**src/rtl/data_path.sv**
```systemverilog
// 8-bit datapath: IR/MAR/PC/A/B/CCR registers, two bus muxes and an NZVC ALU.
// All registers share one synchronous active-high reset and a single rising-edge clock.
module data_path (
  input  logic       Clk,
  input  logic       Reset,
  input  logic       IR_Load,
  input  logic       MAR_Load,
  input  logic       PC_Load,
  input  logic       PC_Inc,
  input  logic       A_Load,
  input  logic       B_Load,
  input  logic       CCR_Load,
  input  logic [2:0] ALU_Sel,
  input  logic [1:0] Bus1_Sel,
  input  logic [1:0] Bus2_Sel,
  input  logic [7:0] from_memory,
  output logic [7:0] IR,
  output logic [3:0] CCR_Result,
  output logic [7:0] address,
  output logic [7:0] to_memory
);

  logic [7:0] ir_q, ir_d;
  logic [7:0] mar_q, mar_d;
  logic [7:0] pc_q, pc_d;
  logic [7:0] a_q, a_d;
  logic [7:0] b_q, b_d;
  logic [3:0] ccr_q, ccr_d;

  logic [7:0] bus1;
  logic [7:0] bus2;
  logic [7:0] alu_r;
  logic [8:0] alu_wide;
  logic       alu_v;
  logic       alu_c;
  logic [3:0] alu_nzvc;

  always_comb begin
    unique case (Bus1_Sel)
      2'b00:   bus1 = pc_q;
      2'b01:   bus1 = a_q;
      2'b10:   bus1 = b_q;
      default: bus1 = 8'h00;
    endcase
  end

  // X = Bus1, Y = B. Bit 8 of the 9-bit result is carry for adds and borrow for subtracts.
  always_comb begin
    alu_wide = 9'h000;
    alu_r    = 8'h00;
    alu_v    = 1'b0;
    alu_c    = 1'b0;
    unique case (ALU_Sel)
      3'b000: begin
        alu_wide = {1'b0, bus1} + {1'b0, b_q};
        alu_r    = alu_wide[7:0];
        alu_c    = alu_wide[8];
        alu_v    = (bus1[7] == b_q[7]) && (alu_r[7] != bus1[7]);
      end
      3'b001: begin
        alu_wide = {1'b0, bus1} - {1'b0, b_q};
        alu_r    = alu_wide[7:0];
        alu_c    = alu_wide[8];
        alu_v    = (bus1[7] != b_q[7]) && (alu_r[7] != bus1[7]);
      end
      3'b010: alu_r = bus1 & b_q;
      3'b011: alu_r = bus1 | b_q;
      3'b100: begin
        alu_wide = {1'b0, bus1} + 9'd1;
        alu_r    = alu_wide[7:0];
        alu_c    = alu_wide[8];
        alu_v    = !bus1[7] && alu_r[7];
      end
      3'b101: begin
        alu_wide = {1'b0, bus1} - 9'd1;
        alu_r    = alu_wide[7:0];
        alu_c    = alu_wide[8];
        alu_v    = bus1[7] && !alu_r[7];
      end
      3'b110: alu_r = bus1 ^ b_q;
      default: alu_r = ~bus1;
    endcase
    alu_nzvc = {alu_r[7], (alu_r == 8'h00), alu_v, alu_c};
  end

  always_comb begin
    unique case (Bus2_Sel)
      2'b00:   bus2 = alu_r;
      2'b01:   bus2 = bus1;
      2'b10:   bus2 = from_memory;
      default: bus2 = 8'h00;
    endcase
  end

  always_comb begin
    ir_d  = IR_Load  ? bus2 : ir_q;
    mar_d = MAR_Load ? bus2 : mar_q;
    a_d   = A_Load   ? bus2 : a_q;
    b_d   = B_Load   ? bus2 : b_q;
    ccr_d = CCR_Load ? alu_nzvc : ccr_q;
    // A load wins over increment; increment wraps silently and never touches CCR.
    if (PC_Load) begin
      pc_d = bus2;
    end else if (PC_Inc) begin
      pc_d = pc_q + 8'd1;
    end else begin
      pc_d = pc_q;
    end
  end

  always_ff @(posedge Clk) begin
    if (Reset) begin
      ir_q  <= 8'h00;
      mar_q <= 8'h00;
      pc_q  <= 8'h00;
      a_q   <= 8'h00;
      b_q   <= 8'h00;
      ccr_q <= 4'h0;
    end else begin
      ir_q  <= ir_d;
      mar_q <= mar_d;
      pc_q  <= pc_d;
      a_q   <= a_d;
      b_q   <= b_d;
      ccr_q <= ccr_d;
    end
  end

  assign IR         = ir_q;
  assign CCR_Result = ccr_q;
  assign address    = mar_q;
  assign to_memory  = bus1;

endmodule

```
**config.mk**
```make
export PLATFORM = sky130hd
export DESIGN_NAME = data_path
export DESIGN_NICKNAME = d
export VERILOG_FILES = /design/src/rtl/data_path.sv
export SDC_FILE = /design/constraint.sdc
export NUM_CORES = 1
export LEC_CHECK = 0
export CAP_MARGIN = 0
export CORE_UTILIZATION = 40
export DETAILED_ROUTE_END_ITERATION = 8
export GPL_ROUTABILITY_DRIVEN = 0
export HOLD_SLACK_MARGIN = 0.08
export PLACE_DENSITY = 0.65
export SLEW_MARGIN = 20
export SYNTH_ARGS = -nofsm -noshare
export SYNTH_HDL_FRONTEND = slang
export SYNTH_SLANG_ARGS = --single-unit
```
**constraint.sdc**
```tcl
create_clock -name Clk -period 5.28 [get_ports Clk]
set_clock_uncertainty 0.05 [all_clocks]
set_input_delay 0.792 -clock Clk [delete_from_list [all_inputs] [get_ports Clk]]
set_output_delay 0.792 -clock Clk [all_outputs]
set_load 0.01 [all_outputs]
```
Word level (Yosys, flattened, before mapping):

Cells that the tools add are included.

* $add $sub $neg: 5
* equality and inequality tests: 14
* mux-type cells: 7
* bitwise operators: 4
* reductions and logical operators: 11

Operators by type and width (count)
* case mux 8 bit (7 select lines): 1
* case mux 8 bit (3 select lines): 2
* two-way mux 8 bit: 2
* adder 8 x 1 -> 9 bit, second input constant: 1
* adder 8 x 8 -> 9 bit: 1
* == test 3 bit, second input constant: 3
* subtractor 8 x 1 -> 9 bit, second input constant: 1
* subtractor 8 x 8 -> 9 bit: 1
* adder 8 x 1 -> 8 bit, second input constant: 1
* AND 8 bit: 1
* zero test 8 bit: 1
* NOT 8 bit: 1
* bitwise OR 8 bit: 1
* case mux 1 bit (4 select lines): 2
* XOR 8 bit: 1
* == test 3 x 2 -> 1 bit, second input constant: 2
* == test 2 x 1 -> 1 bit, second input constant: 2
* == test 2 bit, second input constant: 2
* logical AND 1 bit: 4
* zero test 2 bit: 2
* == test 3 x 1 -> 1 bit, second input constant: 1
* zero test 3 bit: 1
* != test 1 bit: 3
* zero test 1 bit: 2
* other kinds (2): 2

* flip-flop bits (word level): 44
* input bits: 24
* word-level logic and storage cells: 47

Depth between registers and ports, before layout:

Gate-level depths: netlist of the first run.

* depth after elaboration: 6
* depth in mapped cells: 16

Worst setup path after synthesis of the first run:

Ideal clock, no wire load.

* path type: input-to-reg
* from: in Bus1_Sel[0]
* to: reg ir_q[6] (netlist: IR[6])
* setup time: 79 ps
* data arrival time: 3731 ps
* slack: 1420 ps
* stages on the path: 15
* path buffers: 2
* cell sequence: buf_6 and2b_1 buf_6 a2bb2oi_2 inv_2 ha_1 fa_1 a211oi_1 nor2_1 or4_1 nand3_1 nor3_1 a22oi_2 a21oi_4 a211oi_2

* cells in the longest elaborated chain, start to end: 5

Ends and longest elaborated chain
* start, declared: RTL line 14 `input logic [1:0] Bus1_Sel,`
* == test 2 bit, or another cell as far along: RTL line 39 `unique case (Bus1_Sel)`
* case mux 8 bit (3 select lines) *: RTL line 39
* net to_memory[0]: RTL line 20 `output logic [7:0] to_memory`
* subtractor 8 x 1 -> 9 bit, or another cell as far along: RTL line 75 `alu_wide = {1'b0, bus1} - 9'd1;`
* case mux 8 bit (7 select lines) *: RTL line 53 `unique case (ALU_Sel)`
* case mux 8 bit (3 select lines) *: RTL line 87 `unique case (Bus2_Sel)`
* end signal, assigned: RTL line 120 `ir_q <= ir_d;`
* end, declared: RTL line 23 `logic [7:0] ir_q, ir_d;`

The timed path passes the listed nets; every way through them passes the cells marked *.
A chain may end at the register's enable or synchronous reset.

Final worst setup path of the first run:

* from: in Bus1_Sel[1]
* to: reg ir_q[7] (netlist: IR[7])

* cells in the longest elaborated chain, start to end: 5

Ends and longest elaborated chain (RTL line)
* == test 2 bit, or another cell as far along: 39
* case mux 8 bit (3 select lines) *: 39
* subtractor 8 x 1 -> 9 bit, or another cell as far along: 75
* case mux 8 bit (7 select lines): 53
* case mux 8 bit (3 select lines) *: 87

Mark *: on every way between the ends. The rest lies on a longest branch, timed or not.

==> key figures, run 1 <==
Critical path
  • CP endpoint kind: flip-flop
  • Worst EP arrival: about 4700 ps
  • Req. time, crit path: between 5000 and 6000 ps
  • CP Class: in -> reg
  • Critical Path Start Type: input pin
  • Crit-path max FO: 16

Synthesis
  • Synth Area in XOR/XNOR: around 3.5%
  • Largest cells by area after synthesis: dfxtp_1 22%, ha_1 8.2%, a211oi_1 7.4%, nor2_1 6.2%, mux2i_1 4.8%
  • Adder-cell area share of the yosys netlist: 9.26%
  • Compound-cell area share of the yosys netlist: 30.6%
  • Post-Synth Simple-Gate Area: between 20% and 30%
  • Mapped cell area: 3950 µm²
  • Most used DFF post-synth: dfxtp_1
  • Number of synthesized flops with an enable pin: 0
  • Post-synthesis mux area share: a little over 7%
  • Largest family of logic cells by synthesized area: compound AO/OA/AOI/OAI gates
  • Synth Area per Inst: roughly 8.3 µm²
  • Synth top area share: 22.3%
  • Synth cell types: 83
  • Largest area contributor in the netlist: dfxtp_1
  • Post-Syn Instances: 476
  • Net Count, Synth: ~530
  • Async SR Flop Fraction: 0%
  • Yosys reg bits: 44
  • Sequential fraction of the synthesis area: ~22%
  • Synth warn: 0

Route
  • Post-Route WL: roughly 12 mm
  • Remaining DRCs: 0
  • Post-DR vias/cell: roughly 5.9
  • Via count: ~3800
  • DRT iter0 DRCs: 234
  • First-pass iteration count of the detailed router: 5
  • Final ANT Viol Nets: 0
  • DR WL/cell: roughly 18 µm

Pwr
  • Pwr dens: roughly 220 nW/µm²
  • Switching share of power: 37.3%
  • Final Total Pwr: around 0.001 W
  • VDD IR max: 167 µV
  • Sequential power share: roughly two fifths
  • Clk pwr share: between 20% and 30%
  • NetSw: 0.000371 W
  • Leak: roughly 1.7 nW
  • Combinational share of power: 40.1%
  • Internal power: between 0.0006 and 0.0007 W

Clocking
  • Cts hold-fix bufs: 0
  • Num CTS Buffers: 5
  • # clock sinks: between 40 and 50
  • H-tree levels: 2
  • Post-CTS Setup Bufs: 0
  • CTS Buffer Depth: 2
  • Clk_lat worst skew: around 300 ps
  • Clock root cell: clkbuf_8
  • Clk pin slew, worst setup/hold paths: approximately 80 ps
  • Post_cts resized: 0
  • CTS tree: built

GRT
  • Largest net degree at the start of global routing: 46
  • Antenna violations before repair: 0
  • Wire length of the first global-routing pass: between 15 and 20 mm
  • Vias in the first global route: about 3600
  • Total GRT Usage: between 20% and 30%
  • GR Overflow Total: 0

Timing
  • Worst-Margin Slew: roughly 810 ps
  • Final setup fails: 0
  • RSZ-0062 raised after global routing: false
  • Final worst-path cycle share: 86.3%
  • Relative slew slack: 46.1%
  • Max Freq: ~220 MHz
  • Hold Fails Final Rpt: 0
  • Setup tns final: 0 ps
  • Fin crit period: approximately 4600 ps
  • Slew Viols, Final: 0
  • Setup ws final: ~720 ps

Floorplan
  • Die height: around 100 µm
  • I/O pin cnt: 52
  • Die ar.: approximately 10000 µm²
  • Initial Util: 41.9%
  • Core area: roughly 9400 µm²
  • Placement Rows: 35
  • Die span in x: ~100 µm

Finish
  • Cell Count, Final, Fillers Out: 638
  • Area Growth Syn to Fin: 16.6%
  • Commonest non-fill, non-tap cell in the layout: nor2_1
  • Most frequent cells in the layout: 65 x nor2_1, 50 x clkdlybuf4s50_1, 44 x dfxtp_1
  • Final nets: 560
  • Layout cell share with drive strength beyond 1: 11.6%
  • Antenna Cells: 0

Placed design
  • Placement Setup Slack: roughly 450 ps
  • HPWL Detailed: about 9 mm
  • Port bufs: 51
  • Placed Instances: between 600 and 700

Flow run
  • Max-cap violations: 0

Min path
  • HP Class: reg -> reg

Status
  • Outcome: finished clean
[synthesized netlist by cell type (all sizes together) (15+ instances only)]
library cell and n:
mux2i 19, nand2 23, o21ai 17, nor2 65, xnor2 15, a21oi 15, inv 27, dfxtp 44
a211oi 49, clkbuf 17, buf 18, ha 26
[worst paths after layout]
kind               startpoint    end  slack (ps)  cells past startpoint
hold / removal          IR[7]  IR[7]         440                      2
setup / recovery  Bus1_Sel[1]  IR[7]         720                     15
setup reg to reg       b_q[2]  IR[7]        1690                     13
hold reg to reg         IR[7]  IR[7]         440                      2
[worst max-delay path, cell delays in order]
cell and delay, ps:
clkdlybuf4s50_1 590, buf_4 280, mux2i_1 310, a2bb2oi_4 290, nand3_1 200, nor4_1 440
ha_1 320, o21ai_0 140, o31ai_1 100, a22o_1 210, a31oi_1 130, and3_1 200
a21oi_2 90, a21oi_1 430, a211oi_1 140
[routing by layer]
layer | vias to the layer above | routed length (µm) | track usage, %
met4 | 0 | 358 | 8.36
li1 | 1830 | - | -
met5 | - | 0 | 0
met2 | 127 | 5330 | 38.9
met1 | 1807 | 5360 | 32.3
met3 | 26 | 536 | 2.42
[flip-flops by register name, indices dropped and copies added, names as in the netlist]
register    count
IR              8
b_q             8
a_q             8
CCR_Result      4
pc_q            8
address         8
[cells by family after synthesis]
kind of cell | Yosys count
xor gates and xnor gates | 16
buffers and inverters | 62
adders and majority gates | 28
muxes | 25
DFF | 44
AOI/OAI and AO/OA | 141
and+or+nand+nor | 160
[power by group through the flow]
stage	Sequential (W)	Clock [W]	Combinational (W)
floorplan	0.000387	0	0.000271
global placement	0.000389	0	0.000386
detailed placement	0.000389	0	0.000391
CTS	0.000382	0.000220	0.000394
global route	0.000386	0.000236	0.000435
finish	0.000382	0.000215	0.000399
[final cells by class]
type	count	area (µm²)
Fill cell	926	4810
Multi-Input combinational cell	370	2790
Sequential cell	44	881
Timing Repair Buffer	60	573
Tap cell	129	161
Inverter	27	101
Clock buffer	5	68.8
Clock inverter	3	23.8
[through the flow]
step	area [µm²]	hold WS, ps	util [%]
after floorplan	3950	413	-
after global placement	4510	423	47.9
after detailed placement	4510	430	47.9
after CTS	4600	443	48.9
after global routing	4600	459	48.9
final	4600	441	48.9
(Power assumes the default switching activity.)
==> inputs of run 2 (changes only) <==
--- a/config.mk
+++ b/config.mk
@@ -6,11 +6,11 @@
 export NUM_CORES = 1
 export LEC_CHECK = 0
 export CAP_MARGIN = 0
-export CORE_UTILIZATION = 40
+export CORE_UTILIZATION = 61
 export DETAILED_ROUTE_END_ITERATION = 8
 export GPL_ROUTABILITY_DRIVEN = 0
 export HOLD_SLACK_MARGIN = 0.08
-export PLACE_DENSITY = 0.65
+export PLACE_DENSITY = 0.91
 export SLEW_MARGIN = 20
 export SYNTH_ARGS = -nofsm -noshare
 export SYNTH_HDL_FRONTEND = slang
==> run 2 against run 1 <==
First-iteration DRC count rose by 68%. Via count increased by 4.0%. Die area down 34%. Register-to-register slack worse by 160 ps. Global-route usage up 11 points. Worst hold slack worse by 4.6 ps. Critical path type unchanged. Highest routed layer unchanged.
==> key figures, run 2 (synthesized netlist as in run 1, its figures left out) <==
Status
  • Outcome: finished clean

Timing
  • Fin crit period: ~4700 ps
  • Setup tns final: 0 ps
  • Worst-Margin Slew: 876 ps
  • Slew Viols, Final: 0
  • Max Freq: approximately 210 MHz
  • Final worst-path cycle share: between 80% and 90%
  • Relative slew slack: about two fifths
  • Final setup fails: 0
  • Hold Fails Final Rpt: 0
  • RSZ-0062 raised after global routing: false

Clocking
  • Cts hold-fix bufs: 0
  • # clock sinks: 44
  • H-tree levels: 2
  • Post_cts resized: 0
  • Clk pin slew, worst setup/hold paths: ~80 ps
  • CTS Buffer Depth: 2
  • CTS tree: built
  • Clock root cell: clkbuf_8
  • Num CTS Buffers: 5
  • Post-CTS Setup Bufs: 0
  • Clk_lat worst skew: 300 ps

Pwr
  • Leak: 1.73 nW
  • Pwr dens: approximately 220 nW/µm²
  • VDD IR max: roughly 190 µV

Critical path
  • CP endpoint kind: flip-flop
  • Critical path's most frequent cell: o21ai_1
  • Crit-path max FO: 8
  • Worst EP arrival: 4760 ps
  • Req. time, crit path: 5370 ps
  • Crit path buf inv count: 2
  • CP Class: in -> reg
  • CP top delay family: compound AO/OA/AOI/OAI gates
  • Critical-path cell list: clkdlybuf4s50_1 > and2b_1 > a2bb2oi_2 > inv_2 > ha_1 > nor2b_1 > o311ai_0 > nand4_1 > a2111oi_0 > a211o_1 > o21ai_1 > o21ai_1 > a211oi_1
  • Worst path slowest cell: clkdlybuf4s50_1
  • Max stage delay on crit path: approximately 610 ps
  • Critical Path Start Type: input pin

GRT
  • Vias in the first global route: 3589
  • Largest net degree at the start of global routing: 46
  • Total GRT Usage: about a third
  • Antenna violations before repair: 0
  • GR Overflow Total: 0
  • Wire length of the first global-routing pass: around 18 mm

Route
  • Remaining DRCs: 0
  • DRT iter0 DRCs: ~390
  • First-pass iteration count of the detailed router: 4
  • Final ANT Viol Nets: 0
  • Via count: about 4000
  • DR WL/cell: 19.0 µm
  • Post-DR vias/cell: approximately 6.8
  • Post-Route WL: ~11 mm

Finish
  • Area Growth Syn to Fin: 14.2%
  • Most frequent cells in the layout: 65 x nor2_1, 50 x clkdlybuf4s50_1, 44 x dfxtp_1
  • Register area: about 900 µm²
  • Final nets: 557
  • Area of the multi-input gates: around 2800 µm²
  • Commonest non-fill, non-tap cell in the layout: nor2_1
  • Cell Count, Final, Fillers Out: slightly below 600
  • Antenna Cells: 0
  • Layout cell share with drive strength beyond 1: roughly 11%
  • FILL cells: 445

Floorplan
  • Placement Rows: 28
  • Die ar.: 6800 µm²
  • I/O pin cnt: 52
  • Initial Util: around 65%
  • Die span in x: about 82 µm
  • Core area: between 6000 and 7000 µm²
  • Die height: approximately 82 µm

Min path
  • HP Class: reg -> reg

Placed design
  • HPWL Detailed: 8.43 mm
  • Placed Instances: between 500 and 600
  • Port bufs: 51

Flow run
  • Max-cap violations: 0
[run 2: worst paths after layout]
check,cells after the start,slack [ps],end,from
worst max-delay path,13,620,a_q[3],Bus1_Sel[1]
worst min-delay path,2,440,CCR_Result[1],CCR_Result[1]
worst max register to register,12,1530,a_q[3],b_q[1]
worst min register to register,2,440,CCR_Result[1],CCR_Result[1]
[run 2: worst reg2reg max path, stage by stage, from the launching register on]
cell and delay, ps:
dfxtp_1 430, mux2i_1 210, a2bb2oi_2 410, inv_2 200
ha_1 250, nor2b_1 150, o311ai_0 390, nand4_1 200
a2111oi_0 460, a211o_1 220, o21ai_1 70, o21ai_1 420
a211oi_1 140
[run 2: power breakdown]
part	switching [W]	internal, W
Clock	0.000116	0.0000922
Sequential	0.0000258	0.000356
Combinational	0.000224	0.000172
Total	0.000365	0.000621
[run 2: metrics by stage]
| stage | total power (W) | setup slack, ps | cell area [µm²] | hold WS [ps] | utilization, % |
|---|---|---|---|---|---|
| finish | 0.000986 | 615 | 4510 | 436 | 74.0 |
| detailed placement | 0.000775 | 396 | 4420 | 432 | 72.5 |
| global placement | 0.000760 | 594 | 4420 | 423 | 72.5 |
| global route | 0.00103 | 443 | 4510 | 461 | 74.0 |
| CTS | 0.000977 | 726 | 4510 | 443 | 74.0 |
| floorplan | 0.000658 | 1420 | 3950 | 413 | - |
[run 2: cell type report]
type	count	area share, %
inverter	27	2.25
clock inverter	3	0.416
clock buffer	5	1.53
tap	75	2.08
timing repair buffer	57	12.2
multi-input combinational	370	62.0
sequential	44	19.5
[run 2: metal layers]
metal / part of all wire (%) / GRT usage, % / vias to the layer above / wire (µm)
met4: 3.3 / 14.0 / 0 / 367
met5: 0 / 0 / - / 0
met1: 42 / 45.2 / 1847 / 4650
met2: 46 / 55.5 / 233 / 5120
met3: 8.1 / 4.95 / 48 / 893
li1: - / - / 1815 / -
==> inputs of run 3 (changes only) <==
--- a/config.mk
+++ b/config.mk
@@ -6,11 +6,12 @@
 export NUM_CORES = 1
 export LEC_CHECK = 0
 export CAP_MARGIN = 0
-export CORE_UTILIZATION = 61
+export CORE_UTILIZATION = 50
+export CTS_CLUSTER_SIZE = 10
 export DETAILED_ROUTE_END_ITERATION = 8
 export GPL_ROUTABILITY_DRIVEN = 0
 export HOLD_SLACK_MARGIN = 0.08
-export PLACE_DENSITY = 0.91
+export PLACE_DENSITY = 0.77
 export SLEW_MARGIN = 20
 export SYNTH_ARGS = -nofsm -noshare
 export SYNTH_HDL_FRONTEND = slang
==> constraint.sdc (replaced) <==
create_clock -name Clk -period 4.4 [get_ports Clk]
set_clock_uncertainty 0.05 [all_clocks]
set_input_delay 0.66 -clock Clk [delete_from_list [all_inputs] [get_ports Clk]]
set_output_delay 0.66 -clock Clk [all_outputs]
set_load 0.01 [all_outputs]
==> run 3 against run 2 <==
Sequential share of layout area decreased by 0.97 points. Setup slack got worse by 450 ps. Register-to-register slack got worse by 660 ps. Via count increased by 0.23%. Largest power group unchanged. Combinational power increased by 28%. Non-clock buffer count increased by 20. Worst hold slack improved by 5.5 ps. Largest cell class unchanged. Design area increased by 5.2%.
==> key figures, run 3 (synthesized netlist as in run 1, its figures left out) <==
Route
  • Remaining DRCs: 0
  • Post-DR vias/cell: about 6.3
  • Final ANT Viol Nets: 0
  • Via count: just under 4000
  • Post-Route WL: 11.5 mm
  • DR WL/cell: 18.4 µm
  • First-pass iteration count of the detailed router: 5
  • DRT iter0 DRCs: roughly 360

Critical path
  • CP Class: in -> reg
  • Worst path slowest cell: clkdlybuf4s50_1
  • CP top delay family: simple AND/OR/NAND/NOR gates
  • Crit-path max FO: 8
  • R2r worst-path depth: 12
  • Critical-path cell list: clkdlybuf4s50_1 > and2b_1 > a2bb2oi_2 > buf_4 > ha_1 > fa_1 > mux4_2 > o21ai_0 > o21a_1 > or4b_1 > a2111oi_2 > nand4b_1 > o32ai_1
  • Req. time, crit path: 4580 ps
  • CP endpoint kind: flip-flop
  • Critical Path Start Type: input pin
  • Max stage delay on crit path: around 540 ps
  • Worst EP arrival: 4420 ps
  • CP Depth: 13
  • Crit path buf inv count: 2

Pwr
  • Pwr dens: about 270 nW/µm²
  • VDD IR max: approximately 150 µV
  • Leak: 1.84 nW

Timing
  • Final worst-path cycle share: a little over nine tenths
  • Max Freq: 236 MHz
  • Slew Viols, Final: 0
  • Relative slew slack: slightly below 40%
  • Hold Fails Final Rpt: 0
  • Worst-Margin Slew: between 900 and 1000 ps
  • Tightest hold margin: between 400 and 500 ps
  • Final setup fails: 0
  • RSZ-0062 raised after global routing: false
  • Fin crit period: approximately 4200 ps

Clocking
  • Post_cts resized: 0
  • Num CTS Buffers: 5
  • Cts hold-fix bufs: 0
  • Clk_lat worst skew: 320 ps
  • Clock root cell: clkbuf_8
  • CTS tree: built
  • Post-CTS Setup Bufs: 0
  • CTS Buffer Depth: 2
  • H-tree levels: 2
  • Clk pin slew, worst setup/hold paths: between 100 and 150 ps
  • # clock sinks: 44

Finish
  • Antenna Cells: 0
  • FILL cells: between 600 and 700
  • Area Growth Syn to Fin: 20.2%
  • Most frequent cells in the layout: 65 x nor2_1, 50 x clkdlybuf4s50_1, 44 x dfxtp_1
  • Final core occ: 61.7%
  • Layout cell share with drive strength beyond 1: ~15%
  • Final nets: between 500 and 600
  • Commonest non-fill, non-tap cell in the layout: nor2_1

GRT
  • Wire length of the first global-routing pass: 19.1 mm
  • Antenna violations before repair: 0
  • Largest net degree at the start of global routing: 46
  • Total GRT Usage: between 20% and 30%
  • Vias in the first global route: 3767
  • GR Overflow Total: 0

Min path
  • Hold Crit Depth: 2
  • HP Class: reg -> reg

Floorplan
  • Core area: 7690 µm²
  • Die span in x: between 90 and 100 µm
  • Placement Rows: 32
  • Die height: 90.9 µm
  • Initial Util: between 50% and 60%
  • I/O pin cnt: between 50 and 60
  • Die ar.: slightly above 8000 µm²

Flow run
  • Max-cap violations: 0

Placed design
  • Port bufs: between 50 and 60
  • HPWL Detailed: approximately 8.7 mm

Status
  • Outcome: finished clean
## run 3: changes by cell type in the layout (fill, tap and decap cells not counted), sizes merged
cell,previous run,this run
inv,27,28
clkinv,3,0
bufinv,0,1
clkinvlp,0,1
buf,7,27
## run 3: worst register-to-register path, stage by stage, from the launching register on
cell and delay, ps:
dfxtp_1 430, mux2i_1 120, a2bb2oi_2 150, buf_4 170, ha_1 230, fa_1 480, mux4_2 240, o21ai_0 100
o21a_1 180, or4b_1 480, a2111oi_2 320, nand4b_1 220, o32ai_1 280
## run 3: through the flow
step	cell area, µm²	TNS (ps)	total power (W)	worst slack [ps]	cells
2_1_floorplan	3950	0	0.000789	672	476
3_3_place_gp	4620	0	0.000947	4.57	620
3_5_place_dp	4620	-463	0.000960	-168	620
4_1_cts	4730	0	0.00129	184	628
5_1_grt	4740	0	0.00136	15.2	628
6_report	4740	0	0.00130	160	628
## run 3: report_power, final
group	internal (W)	switching [W]	total (W)
Sequential	0.000428	0.0000300	0.000458
Clock	0.000171	0.000158	0.000330
Combinational	0.000227	0.000281	0.000508
## run 3: routing by layer
layer / routed length (µm) / share of wire [%] / vias up / GRT usage (%)
li1: - / - / 1856 / -
met1: 5150 / 45 / 1877 / 37.4
met2: 5160 / 45 / 177 / 46.3
met3: 712 / 6.2 / 42 / 4.46
met4: 507 / 4.4 / 0 / 13.5
met5: 0 / 0 / - / 0
## run 3: layout make-up
| class | instances | area (µm²) | area share, % |
|---|---|---|---|
| clock inverters | 3 | 46.3 | 0.976 |
| inverters | 27 | 101 | 2.14 |
| multi-input cells | 370 | 2810 | 59.1 |
| flip-flops and latches | 44 | 881 | 18.6 |
| clock buffers | 5 | 68.8 | 1.45 |
| repair buffers | 77 | 713 | 15.0 |
| well taps | 102 | 128 | 2.69 |
## run 3: worst paths after layout
path | startpoint | to | slack (ps)
worst min-delay path | CCR_Result[1] | CCR_Result[1] | 440
worst max register to register | pc_q[0] | CCR_Result[2] | 870
worst max-delay path | Bus1_Sel[1] | CCR_Result[2] | 160
worst min register to register | CCR_Result[1] | CCR_Result[1] | 440
